## src/rtl/div_pkg.sv

```systemverilog
// Shared definitions for the loadable frequency divider and its receive-side period meter.
// The state encoding and counter limit are reused by the divider benches.
package div_pkg;

  localparam int DIV_WIDTH = 8;

  typedef enum logic {
    IDLE,
    MEASURE
  } meas_state_e;

  // Largest value held by a WIDTH+1 bit period counter.
  function automatic int MAX_CNT(input int width);
    return (1 << (width + 1)) - 1;
  endfunction

endpackage

```

## src/rtl/sync_edge_det.sv

```systemverilog
// Synchronizes an asynchronous pulse train into the clock_oscillator domain.
// Emits a registered single-cycle pulse on each synchronized rising edge.
module sync_edge_det #(
  parameter int SYNC_STAGES = 2
) (
  input  logic clock_oscillator,
  input  logic pin_name1,
  input  logic d,
  output logic rise
);

  logic [SYNC_STAGES-1:0] sync_q;
  logic                   prev_q;
  logic                   rise_q;

  // The rise pulse is registered so downstream logic sees a clean, glitch-free strobe.
  always_ff @(posedge clock_oscillator) begin
    if (pin_name1) begin
      sync_q <= '0;
      prev_q <= 1'b0;
      rise_q <= 1'b0;
    end else begin
      sync_q <= {sync_q[SYNC_STAGES-2:0], d};
      prev_q <= sync_q[SYNC_STAGES-1];
      rise_q <= sync_q[SYNC_STAGES-1] & ~prev_q;
    end
  end

  assign rise = rise_q;

endmodule

```

## src/rtl/div_period_meter.sv

```systemverilog
// Measures the rising-edge period of a divided pulse train and recovers the divisor
// preload value (2^WIDTH - period), with lock, range and timeout status.
module div_period_meter
  import div_pkg::*;
#(
  parameter int WIDTH       = DIV_WIDTH,
  parameter int SYNC_STAGES = 2,
  parameter int LOCK_COUNT  = 2
) (
  input  logic             clock_oscillator,
  input  logic             pin_name1,
  input  logic             sig_in,
  output logic [WIDTH:0]   period,
  output logic [WIDTH-1:0] divisor,
  output logic             meas_valid,
  output logic             locked,
  output logic             range_err,
  output logic             timeout
);

  localparam int             W1          = WIDTH + 1;
  localparam logic [WIDTH:0] CNT_MAX     = W1'(MAX_CNT(WIDTH));
  localparam logic [WIDTH:0] CNT_FULL    = {1'b1, {WIDTH{1'b0}}};
  localparam logic [2:0]     LOCK_THRESH = 3'(LOCK_COUNT - 1);

  logic sig_rise;

  sync_edge_det #(
    .SYNC_STAGES(SYNC_STAGES)
  ) u_sync_edge_det (
    .clock_oscillator(clock_oscillator),
    .pin_name1       (pin_name1),
    .d               (sig_in),
    .rise            (sig_rise)
  );

  meas_state_e      state_q;
  logic [WIDTH:0]   cnt_q;
  logic [WIDTH:0]   period_q;
  logic [WIDTH-1:0] divisor_q;
  logic             meas_valid_q;
  logic             locked_q;
  logic             range_err_q;
  logic             timeout_q;
  logic [2:0]       run_q;

  logic       in_range;
  logic       same_period;
  logic [2:0] run_inc;

  assign in_range    = (cnt_q != '0) && (cnt_q <= CNT_FULL);
  assign same_period = (cnt_q == period_q);
  assign run_inc     = (run_q == 3'd7) ? run_q : run_q + 3'd1;

  // An edge in MEASURE always closes the current period, even when the counter
  // has just saturated, so edge handling takes priority over the timeout path.
  always_ff @(posedge clock_oscillator) begin
    if (pin_name1) begin
      state_q      <= IDLE;
      cnt_q        <= '0;
      period_q     <= '0;
      divisor_q    <= '0;
      meas_valid_q <= 1'b0;
      locked_q     <= 1'b0;
      range_err_q  <= 1'b0;
      timeout_q    <= 1'b0;
      run_q        <= '0;
    end else begin
      meas_valid_q <= 1'b0;
      case (state_q)
        IDLE: begin
          if (sig_rise) begin
            cnt_q     <= W1'(1);
            timeout_q <= 1'b0;
            state_q   <= MEASURE;
          end
        end
        MEASURE: begin
          if (sig_rise) begin
            meas_valid_q <= 1'b1;
            period_q     <= cnt_q;
            cnt_q        <= W1'(1);
            timeout_q    <= 1'b0;
            if (in_range) begin
              divisor_q   <= WIDTH'(CNT_FULL - cnt_q);
              range_err_q <= 1'b0;
              if (same_period) begin
                run_q    <= run_inc;
                locked_q <= (run_inc >= LOCK_THRESH);
              end else begin
                run_q    <= '0;
                locked_q <= 1'b0;
              end
            end else begin
              divisor_q   <= '0;
              range_err_q <= 1'b1;
              run_q       <= '0;
              locked_q    <= 1'b0;
            end
          end else if (cnt_q == CNT_MAX) begin
            timeout_q <= 1'b1;
            locked_q  <= 1'b0;
            run_q     <= '0;
            state_q   <= IDLE;
          end else begin
            cnt_q <= cnt_q + W1'(1);
          end
        end
        default: state_q <= IDLE;
      endcase
    end
  end

  assign period     = period_q;
  assign divisor    = divisor_q;
  assign meas_valid = meas_valid_q;
  assign locked     = locked_q;
  assign range_err  = range_err_q;
  assign timeout    = timeout_q;

endmodule
```

## config.mk

```make
export PLATFORM = sky130hd
export DESIGN_NAME = div_period_meter
export DESIGN_NICKNAME = d
export VERILOG_FILES = /design/src/rtl/div_pkg.sv /design/src/rtl/sync_edge_det.sv /design/src/rtl/div_period_meter.sv
export SDC_FILE = /design/constraint.sdc
export NUM_CORES = 1
export LEC_CHECK = 0
export BUFFER_PORTS_ARGS = -buffer_cell sky130_fd_sc_hd__buf_2
export CAP_MARGIN = 20
export CORE_ASPECT_RATIO = 1.2
export CORE_MARGIN = 4
export CORE_UTILIZATION = 35
export CTS_CLUSTER_SIZE = 24
export DETAILED_ROUTE_END_ITERATION = 7
export MAX_ROUTING_LAYER = met4
export PLACE_DENSITY = 0.65
export SETUP_SLACK_MARGIN = 0.15
export SLEW_MARGIN = 25
export SYNTH_ARGS = -nofsm -noshare
export SYNTH_HDL_FRONTEND = slang
export SYNTH_SLANG_ARGS = --single-unit
```

## constraint.sdc

```tcl
create_clock -name clock_oscillator -period 2.07 [get_ports clock_oscillator]
set_input_delay 0 -clock clock_oscillator [delete_from_list [all_inputs] [get_ports clock_oscillator]]
set_output_delay 0 -clock clock_oscillator [all_outputs]
set_load 0.05 [all_outputs]
```

# --- Word-level counts from Yosys, hierarchy flattened ---
# Cells that the tools add are included.
word_totals:
  regBits: 38
  inputBits: 3
  output_inout_bits: 21
  word_cells: 57
classes:
  addsub: 3
  order_cmp: 2
  n_eq_ne: 6
  mux: 23
  bitwise_logic: 3
  n_reduce_logical: 8
op_table:
  columns: ["cell", "count"]
  rows:
  - ["9-bit two-way mux", 3]
  - ["9-bit case mux with 2 select lines", 1]
  - ["3-bit two-way mux", 5]
  - ["1-bit two-way mux", 11]
  - ["9-bit by 1-bit adder with 9-bit output, second input constant", 1]
  - ["9-bit equality test", 1]
  - ["9-bit equality test, second input constant", 1]
  - ["9-bit less-or-equal comparator, second input constant", 1]
  - ["9-bit nonzero test", 1]
  - ["8-bit two-way mux", 1]
  - ["2-bit AND reduction", 4]
  - ["1-bit by 8-bit subtractor with 8-bit output, first input constant", 1]
  - ["1-bit case mux with 2 select lines", 2]
  - ["3-bit by 1-bit adder with 3-bit output, second input constant", 1]
  - ["3-bit equality test, second input constant", 1]
  - ["3-bit by 1-bit >= comparator with 1-bit output, second input constant", 1]
  - ["3-bit by 1-bit != test with 1-bit output, second input constant", 1]
  - ["3-bit by 2-bit != test with 1-bit output, second input constant", 1]
  - ["2-bit by 1-bit != test with 1-bit output, second input constant", 1]
  - ["1-bit NOT", 2]
  - ["2-bit nonzero test", 1]
  - ["2-bit OR reduction", 1]
  - ["1-bit bitwise AND", 1]
  - ["1-bit logical AND", 1]

# --- Longest topological paths before layout ---
# Gate-level depths: netlist (run 1).
logic_depth:
  word_depth: 6
  depth_mapped: 11
  mapped_depth_nobuf: 9

# --- Modules after synthesis ---
# Synthesis (run 1) repeated with hierarchy kept, for this count alone.
unflattened:
  hier_cells: 198
  area_unflattened_um2: 1695.4
modules_own_cells:
  columns: ["module", "n_inst", "cells_each", "area_each_um2", "seq_area_each_um2"]
  rows:
  - ["div_period_meter", 1, 190, 1584.0, 680.7]
  - ["sync_edge_det", 1, 8, 111.4, 80.1]

# --- Worst setup path after synthesis (run 1) ---
# No wires, ideal clock.
synth_timing:
  kind: "register to register"
  startpoint: "reg cnt_q[2]"
  endpoint: "reg cnt_q[3]"
  setup_ns: 0.126
  arrival_ns: 1.850
  t_required_ns: 1.944
  setup_slack_ns: 0.094
  stages_incl_launch_ff: 12
  n_path_buf: 2
  period_less_slack_ns: 1.976
  path_cell_list: "dfxtp_1 -> buf_2 -> and3_2 -> nand3_1 -> nor2_1 -> ha_1 -> nor2b_1 -> clkbuf_1 -> and3_1 -> nand2_1 -> xor2_1 -> nor2_1"
synth_via:
  elab_chain_len: 4
  elab_cells_between_ends: 7
  cone_classes: "add/sub: 1; eq/ne: 2; mux: 3; reduce/logical: 1"
synth_rtl:
  columns: ["item", "line", "rtl"]
  rows:
  - ["from (decl)", "div_period_meter.sv:38", "logic [WIDTH:0] cnt_q;"]
  - ["from (signal assigned)", "div_period_meter.sv:106", "cnt_q <= cnt_q + W1'(1);"]
  - ["9-bit by 1-bit adder with 9-bit output", "div_period_meter.sv:106", null]
  - ["9-bit two-way mux", "div_period_meter.sv:100", "end else if (cnt_q == CNT_MAX) begin"]
  - ["9-bit two-way mux", "div_period_meter.sv:79", "if (sig_rise) begin"]
  - ["9-bit case mux with 2 select lines", "div_period_meter.sv:70", "case (state_q)"]
# Parallel ways exist; a longest one is shown, timed or not. The select of a mux whose other input is x is not followed.
# A chain may end at the register's enable or synchronous reset.

# --- Worst setup path after layout (run 1) ---
layout_timing:
  startpoint: "reg cnt_q[0]"
  endpoint: "reg cnt_q[7]"
# The elaborated chain is that of the path after synthesis.

==> impl_metrics.tcl, run 1 <==
set metrics [dict create \
    io_pins 24 \
    placed_area_um2 1930 \
    hold_class "in -> reg" \
    cts.root.buffer_cell "clkbuf_8" \
    ant_nets 0 \
    yosys-top-cells-count "38 x dfxtp_1, 30 x nand2_1, 28 x nor2_1" \
    cp_max_fo 7 \
    remaining_drc_errors 0 \
    power_uw 1400 \
    powerDensity_nw_per_um2 677 \
    yosysWarningCount 0 \
    ir_worst_vdd_mv 0.319 \
    synth_area_um2 1820 \
    yosysSeqAreaShare 0.419 \
    setup-tns-final_ns 0 \
    dieArea_um2 6410 \
    start_util 0.365 \
    cts_tree "done" \
    routed_via_density 4.88 \
    synth_edf_count 0 \
    ys_top_cells_by_area "dfxtp_1 42%, xnor2_1 6.8%, nand2_1 6.2%" \
    vias 1406 \
    firstDrtPassIters 4 \
    path_clk_slew_ns 0.08 \
    final_area_um2 2070 \
    clk_path_buf_depth 2 \
    setup_ws_ns 0.273 \
    netlist.area_leader.share 0.419 \
    cp-start-kind "flop" \
    leakagePower_uw 0.000861 \
    slew_headroom 0.581 \
    cts_max_level 2 \
    rows 28 \
    fillerInstances 507 \
    wl_per_cell_um 12.9 \
    fmax_ghz 0.556 \
    routed_wl_um 3720 \
    layout.nets 235 \
    drt-initial-drc-count 47 \
    yosysMostFrequentCell "dfxtp_1" \
    end_kind "flop" \
    synth_flop_cell "dfxtp_1" \
    clock_skew_ns 0.00973 \
    drive_gt1_frac 0.211 \
    ys_ff_latch 38 \
    n_antenna_cell 0 \
    grt_max_degree 28 \
    clock_sinks 38 \
    post-place-ws_ns 0.209 \
    yosysUniqueCellTypes 37 \
    portBuffers 23 \
    grt_pass1_vias 1315 \
    async_reset_ff_frac 0 \
    drv_slew 0 \
    grt-ovfl-total 0 \
    dpl.hpwl_um 2660 \
    gp_congestion 0.795 \
    syn_nets 210 \
    antenna_found_initial 0 \
    max_slew.worst_pin.slew_ns 0.627 \
    maxCapViolCount 0 \
    fin_crit_sh 0.868 \
    critPathArrivalTime_ns 1.97 \
    die_h_um 86.9 \
    synthCells 202 \
    hold_viol_final 0 \
    min_period_ns 1.80 \
    synth_top_area_cell "dfxtp_1" \
    core_um2 4970 \
    area_growth_pct 14.1 \
    outcome "completed" \
    insertion_delay_ns 0.29 \
    crit_required_ns 2.25 \
    chipWidth_um 73.7 \
    cts_buffers 5 \
    path_class "reg -> reg" \
    grt_usage 0.130 \
    setup_viol 0 \
    syn_avg_cell_area_um2 8.99 \
    timing.hold.ws_ns 0.147 \
    grt_pass1_wl_um 6230 \
    rsz0062_at_grt "no" \
]
## cell families (layout without fill, tap and decap cells)
kind of cell               after synthesis  in the layout  share of synthesized area
AOI/OAI and AO/OA                       29             29                      0.102
xor gates and xnor gates                23             23                      0.111
adders and majority gates                5              5                     0.0345
buffers and inverters                   19             44                     0.0813
DFF                                     38             38                      0.419
muxes                                    2              3                     0.0179
and+or+nand+nor                         86             86                      0.234
## sequential cells by signal (all words and copies together), names as in the netlist
| name | flops |
|---|---|
| period | 9 |
| u_sync_edge_det.sync_q | 2 |
| run_q | 3 |
| meas_valid | 1 |
| u_sync_edge_det.prev_q | 1 |
| locked | 1 |
| cnt_q | 9 |
| divisor | 8 |
| state_q | 1 |
| u_sync_edge_det.rise | 1 |
| timeout | 1 |
| range_err | 1 |
## placed cells by master (no fill, tap or decap), types with 4 or more instances in the layout
cell type,netlist,final
a21oi_1,12,12
a22oi_1,5,5
buf_2,1,23
buf_4,0,7
clkbuf_8,6,8
dfxtp_1,38,38
ha_1,5,5
inv_1,5,5
nand2_1,30,30
nand3_1,4,4
nor2_1,28,28
nor2b_1,5,4
o21ai_0,4,4
xnor2_1,14,14
xor2_1,9,9
## worst paths after layout
| path | endpoint | slack (ns) | startpoint | cells after the start |
|---|---|---|---|---|
| max | cnt_q[7] | 0.27 | cnt_q[0] | 9 |
| min | run_q[1] | 0.15 | pin_name1 | 2 |
| max reg2reg | cnt_q[7] | 0.27 | cnt_q[0] | 9 |
| min reg2reg | u_sync_edge_det.rise | 0.39 | u_sync_edge_det.prev_q | 1 |
## through the flow
step / std cells / utilization
after global placement: 278 / 0.388
after CTS: 287 / 0.412
after detailed placement: 278 / 0.388
final: 288 / 0.416
after global routing: 288 / 0.416
after floorplan: 202 / -
## critical path, cell delays in order, from the launching register on
cell and delay [ns]:
dfxtp_1 0.45, ha_1 0.25, nand2_1 0.07, nor2_1 0.10, ha_1 0.23, nor2b_4 0.07, and3_1 0.21, nand2b_1 0.10
xor2_1 0.15, nor2_1 0.05
## power by group
part           switching (µW)  total, µW  internal, µW  leakage [µW]
registers                4.79        741           736      0.000307
logic                    37.4       65.6          28.2      0.000497
clock network             260        596           336     0.0000575
## routing by layer
layer | up-vias | GRT usage | wire, µm | part of all wire
met3 | 6 | 0.0300 | 158 | 0.042
met2 | 32 | 0.196 | 1730 | 0.46
met4 | 0 | 0.0610 | 66 | 0.018
met5 | - | - | 0 | 0
li1 | 726 | - | - | -
met1 | 642 | 0.163 | 1770 | 0.48
## layout make-up
class                      instances  area [µm²]  area share
timing repair buffer              31         178      0.0858
multi-input combinational        146         928       0.448
inverter                           5        18.8     0.00906
clock buffer                       8         110      0.0532
sequential                        38         761       0.367
tap                               60        75.1      0.0363
## timing repair
action                                  in CTS  in global routing
setup buffers                                0                  0
hold buffers                                 1                  0
hold endpoints to repair                     1                  0
endpoints found under the setup margin       0                  7
resized for setup                            0                  2
(Power assumes the default switching activity.)
==> run 2: changes to the inputs <==
--- a/config.mk
+++ b/config.mk
@@ -14,6 +14,7 @@
 export DETAILED_ROUTE_END_ITERATION = 7
 export MAX_ROUTING_LAYER = met4
 export PLACE_DENSITY = 0.65
+export RECOVER_POWER = 100
 export SETUP_SLACK_MARGIN = 0.15
 export SLEW_MARGIN = 25
 export SYNTH_ARGS = -nofsm -noshare
==> impl_metrics.tcl, run 2 (same netlist as run 1, synthesis figures left out) <==
set metrics [dict create \
    antenna_found_initial 0 \
    start_util 0.365 \
    drv_slew 0 \
    ant_nets 0 \
    insertion_delay_ns 0.29 \
    routed_via_density 4.85 \
    portBuffers 23 \
    path_class "reg -> reg" \
    clock_sinks 38 \
    cp_max_fo 7 \
    critPathArrivalTime_ns 1.97 \
    grt_usage 0.130 \
    crit_chain "ha_1 -> nand2_1 -> nor2_1 -> ha_1 -> nor2b_4 -> and3_1 -> nand2b_1 -> xor2_1 -> nor2_1" \
    outcome "completed" \
    dieArea_um2 6410 \
    cts_max_level 2 \
    cts_buffers 5 \
    path_clk_slew_ns 0.08 \
    powerDensity_nw_per_um2 686 \
    gp_congestion 0.795 \
    io_pins 24 \
    cp-start-kind "flop" \
    grt_max_degree 28 \
    clock_skew_ns 0.00865 \
    timing.hold.ws_ns 0.146 \
    slew_headroom 0.584 \
    fin_util 0.411 \
    min_period_ns 1.79 \
    vias 1397 \
    hold_class "in -> reg" \
    drt-initial-drc-count 52 \
    dpl.hpwl_um 2660 \
    area_growth_pct 12.6 \
    grt-ovfl-total 0 \
    grt_pass1_vias 1315 \
    cp_slowest_cell "dfxtp_1" \
    end_kind "flop" \
    core_um2 4970 \
    drive_gt1_frac 0.118 \
    final_cell_mix "38 x dfxtp_1, 30 x nand2_1, 28 x nor2_1" \
    wl_per_cell_um 13.0 \
    rows 28 \
    setup_viol 0 \
    n_antenna_cell 0 \
    rsz0062_at_grt "no" \
    path_delay_family "simple AND/OR/NAND/NOR gates" \
    grt_pass1_wl_um 6230 \
    leakagePower_uw 0.000768 \
    routed_wl_um 3750 \
    crit_required_ns 2.25 \
    die_h_um 86.9 \
    slowest_delay_ns 0.45 \
    cts.root.buffer_cell "clkbuf_8" \
    worstPathBufferInverterCount 0 \
    setup-tns-final_ns 0 \
    maxCapViolCount 0 \
    final_common_cell "dfxtp_1" \
    remaining_drc_errors 0 \
    clk_path_buf_depth 2 \
    layout.nets 235 \
    fmax_ghz 0.558 \
    cts_tree "done" \
    firstDrtPassIters 4 \
    max_slew.worst_pin.slew_ns 0.623 \
    chipWidth_um 73.7 \
    fin_crit_sh 0.865 \
    hold_viol_final 0 \
    postCtsSetupBuffers 0 \
    ir_worst_vdd_mv 0.319 \
]
==> run 2: cell types whose count changed in the layout (fill, tap and decap cells not counted) <==
cell / delta
buf_2: -21
clkbuf_1: +21
==> run 2: per-layer routing <==
layer	track usage	share of wire
met3	0.0300	0.045
met1	0.163	0.47
met2	0.196	0.46
met4	0.0610	0.019
met5	-	0
==> run 2: worst paths after layout <==
kind / from / to / slack [ns] / depth (start not counted)
setup reg to reg: cnt_q[0] / cnt_q[7] / 0.28 / 9
setup / recovery: cnt_q[0] / cnt_q[7] / 0.28 / 9
hold reg to reg: u_sync_edge_det.prev_q / u_sync_edge_det.rise / 0.39 / 1
hold / removal: pin_name1 / run_q[1] / 0.15 / 2
==> run 2: power breakdown <==
group	total (µW)	internal, µW	switching (µW)
logic	65.5	28.1	37.3
registers	741	736	4.77
clock network	595	336	259
total	1400	1100	301
==> run 2: layout make-up <==
cell class                      instances  area (µm²)
Multi-Input combinational cell        146         928
Timing Repair Buffer                   31         151
Inverter                                5        18.8
Sequential cell                        38         761
Tap cell                               60        75.1
Clock buffer                            8         110
Fill cell                             515        2930
==> run 2: timing repair <==
action	in CTS	in global routing
resized for setup	0	2
hold endpoints to repair	1	0
setup endpoints to repair	0	7
hold buffers	1	0
==> run 2: per-stage QoR <==
stage	area, µm²	setup slack [ns]	power, µW	instances
floorplan	1820	0.153	811	202
global placement	1930	0.290	820	278
detailed placement	1930	0.209	820	278
CTS	2050	0.202	1420	287
global route	2040	0.159	1460	288
finish	2040	0.278	1400	288
==> run 3: changes to the inputs <==
==> constraint.sdc (replaced) <==
create_clock -name clock_oscillator -period 2.07 [get_ports clock_oscillator]
set_input_delay 0.414 -clock clock_oscillator [delete_from_list [all_inputs] [get_ports clock_oscillator]]
set_output_delay 0.414 -clock clock_oscillator [all_outputs]
set_load 0.05 [all_outputs]
==> impl_metrics.tcl, run 3 (same netlist as run 1, synthesis figures left out) <==
set metrics [dict create \
    p_int_uw 1120 \
    grt_usage 0.131 \
    gp_congestion 0.793 \
    slew_headroom 0.446 \
    clk_path_buf_depth 2 \
    io_pins 24 \
    firstDrtPassIters 4 \
    vias 1397 \
    setup_ws_ns 0.209 \
    ir_worst_vdd_mv 0.344 \
    cts_hold_buf 0 \
    die_h_um 86.9 \
    fmax_ghz 0.537 \
    antenna_found_initial 0 \
    outcome "completed" \
    routed_via_density 4.85 \
    post-place-ws_ns 0.218 \
    portBuffers 23 \
    drive_gt1_frac 0.114 \
    clock_skew_ns 0.00662 \
    cts_tree "done" \
    setup_viol 0 \
    cp-startpoint "cnt_q[4]" \
    layout.nets 235 \
    n_antenna_cell 0 \
    remaining_drc_errors 0 \
    cp-start-kind "flop" \
    critPathArrivalTime_ns 2.09 \
    grt_pass1_wl_um 6270 \
    rsz0062_at_grt "no" \
    grt_max_degree 19 \
    multi_input_area_um2 906 \
    combPwrFrac 0.044 \
    clock_sinks 38 \
    cts_buffers 5 \
    dieArea_um2 6410 \
    r2r-start "cnt_q[4]" \
    drv_slew 0 \
    start_util 0.365 \
    fin_crit_sh 0.899 \
    final_common_cell "dfxtp_1" \
    wl_per_cell_um 13.1 \
    path_class "reg -> reg" \
    dpl.hpwl_um 2680 \
    seqPwrFrac 0.522 \
    routed_wl_um 3760 \
    ff_latch_area_um2 762 \
    drt-initial-drc-count 71 \
    power.switching_uw 304 \
    hold_start "sig_in" \
    hold_viol_final 0 \
    powerDensity_nw_per_um2 702 \
    cts_max_level 2 \
    grt_pass1_vias 1290 \
    cts.root.buffer_cell "clkbuf_8" \
    maxCapViolCount 0 \
    rows 28 \
    min_period_ns 1.86 \
    setup-tns-final_ns 0 \
    crit_required_ns 2.30 \
    ant_nets 0 \
    fillerInstances 510 \
    hold_class "in -> reg" \
    chipWidth_um 73.7 \
    core_um2 4970 \
    p_sw_frac 0.214 \
    cp_max_fo 10 \
    end_kind "flop" \
    max_slew.worst_pin.slew_ns 0.831 \
    final_cell_mix "37 x dfxtp_1, 30 x nand2_1, 28 x nor2_1" \
    grt-ovfl-total 0 \
    area_growth_pct 11.4 \
    insertion_delay_ns 0.29 \
    path_clk_slew_ns 0.08 \
    clkPwrFrac 0.435 \
    leakagePower_uw 0.000760 \
]
-- run 3: path summary, 6_finish.rpt --
path                                                  end  slack (ns)  cells past startpoint
worst max-delay path                               locked        0.21                      6
worst max register to register                     locked        0.21                      6
worst min-delay path            u_sync_edge_det.sync_q[0]        0.33                      2
worst min register to register       u_sync_edge_det.rise        0.39                      1
-- run 3: area by class of cell --
class / count / share of cell area
repair buffers: 32 / 0.0749
clock buffers: 5 / 0.0340
flip-flops and latches: 38 / 0.377
well taps: 60 / 0.0371
clock inverters: 3 / 0.0198
inverters: 5 / 0.00928
multi-input cells: 145 / 0.448
-- run 3: critical path, cell delays in order, from the launching register on --
cell and delay [ns]:
dfxtp_1 0.32, buf_4 0.17, nor4_4 0.29, and4bb_1 0.34
mux2i_4 0.40, a32oi_1 0.17, nor2_1 0.11
-- run 3: per-layer routing --
metal	vias to the layer above	global-route usage	share of wire
met3	4	0.0254	0.060
met2	37	0.188	0.47
met5	-	-	0
li1	722	-	-
met1	634	0.177	0.45
met4	0	0.0593	0.017
-- run 3: timing repair --
| item | CTS | global route |
|---|---|---|
| endpoints found under the setup margin | 0 | 12 |
| resized for setup | 0 | 2 |
| buffers inserted | 0 | 1 |
-- run 3: power groups by stage --
stage | combinational (µW) | sequential, µW | clock, µW
floorplan | 53.6 | 757 | 0
global placement | 63.8 | 757 | 0
detailed placement | 64.2 | 758 | 0
CTS | 64.3 | 740 | 631
global route | 68.9 | 742 | 659
finish | 61.8 | 741 | 617
-- run 3: stage by stage --
step	cells	util	total power, µW	area [µm²]	hold slack, ns
final	288	0.406	1420	2020	0.332
after global routing	288	0.406	1470	2020	0.359
after CTS	287	0.411	1440	2050	0.332
after detailed placement	279	0.389	822	1940	0.375
after global placement	279	0.389	821	1940	0.371
after floorplan	202	-	811	1820	0.367
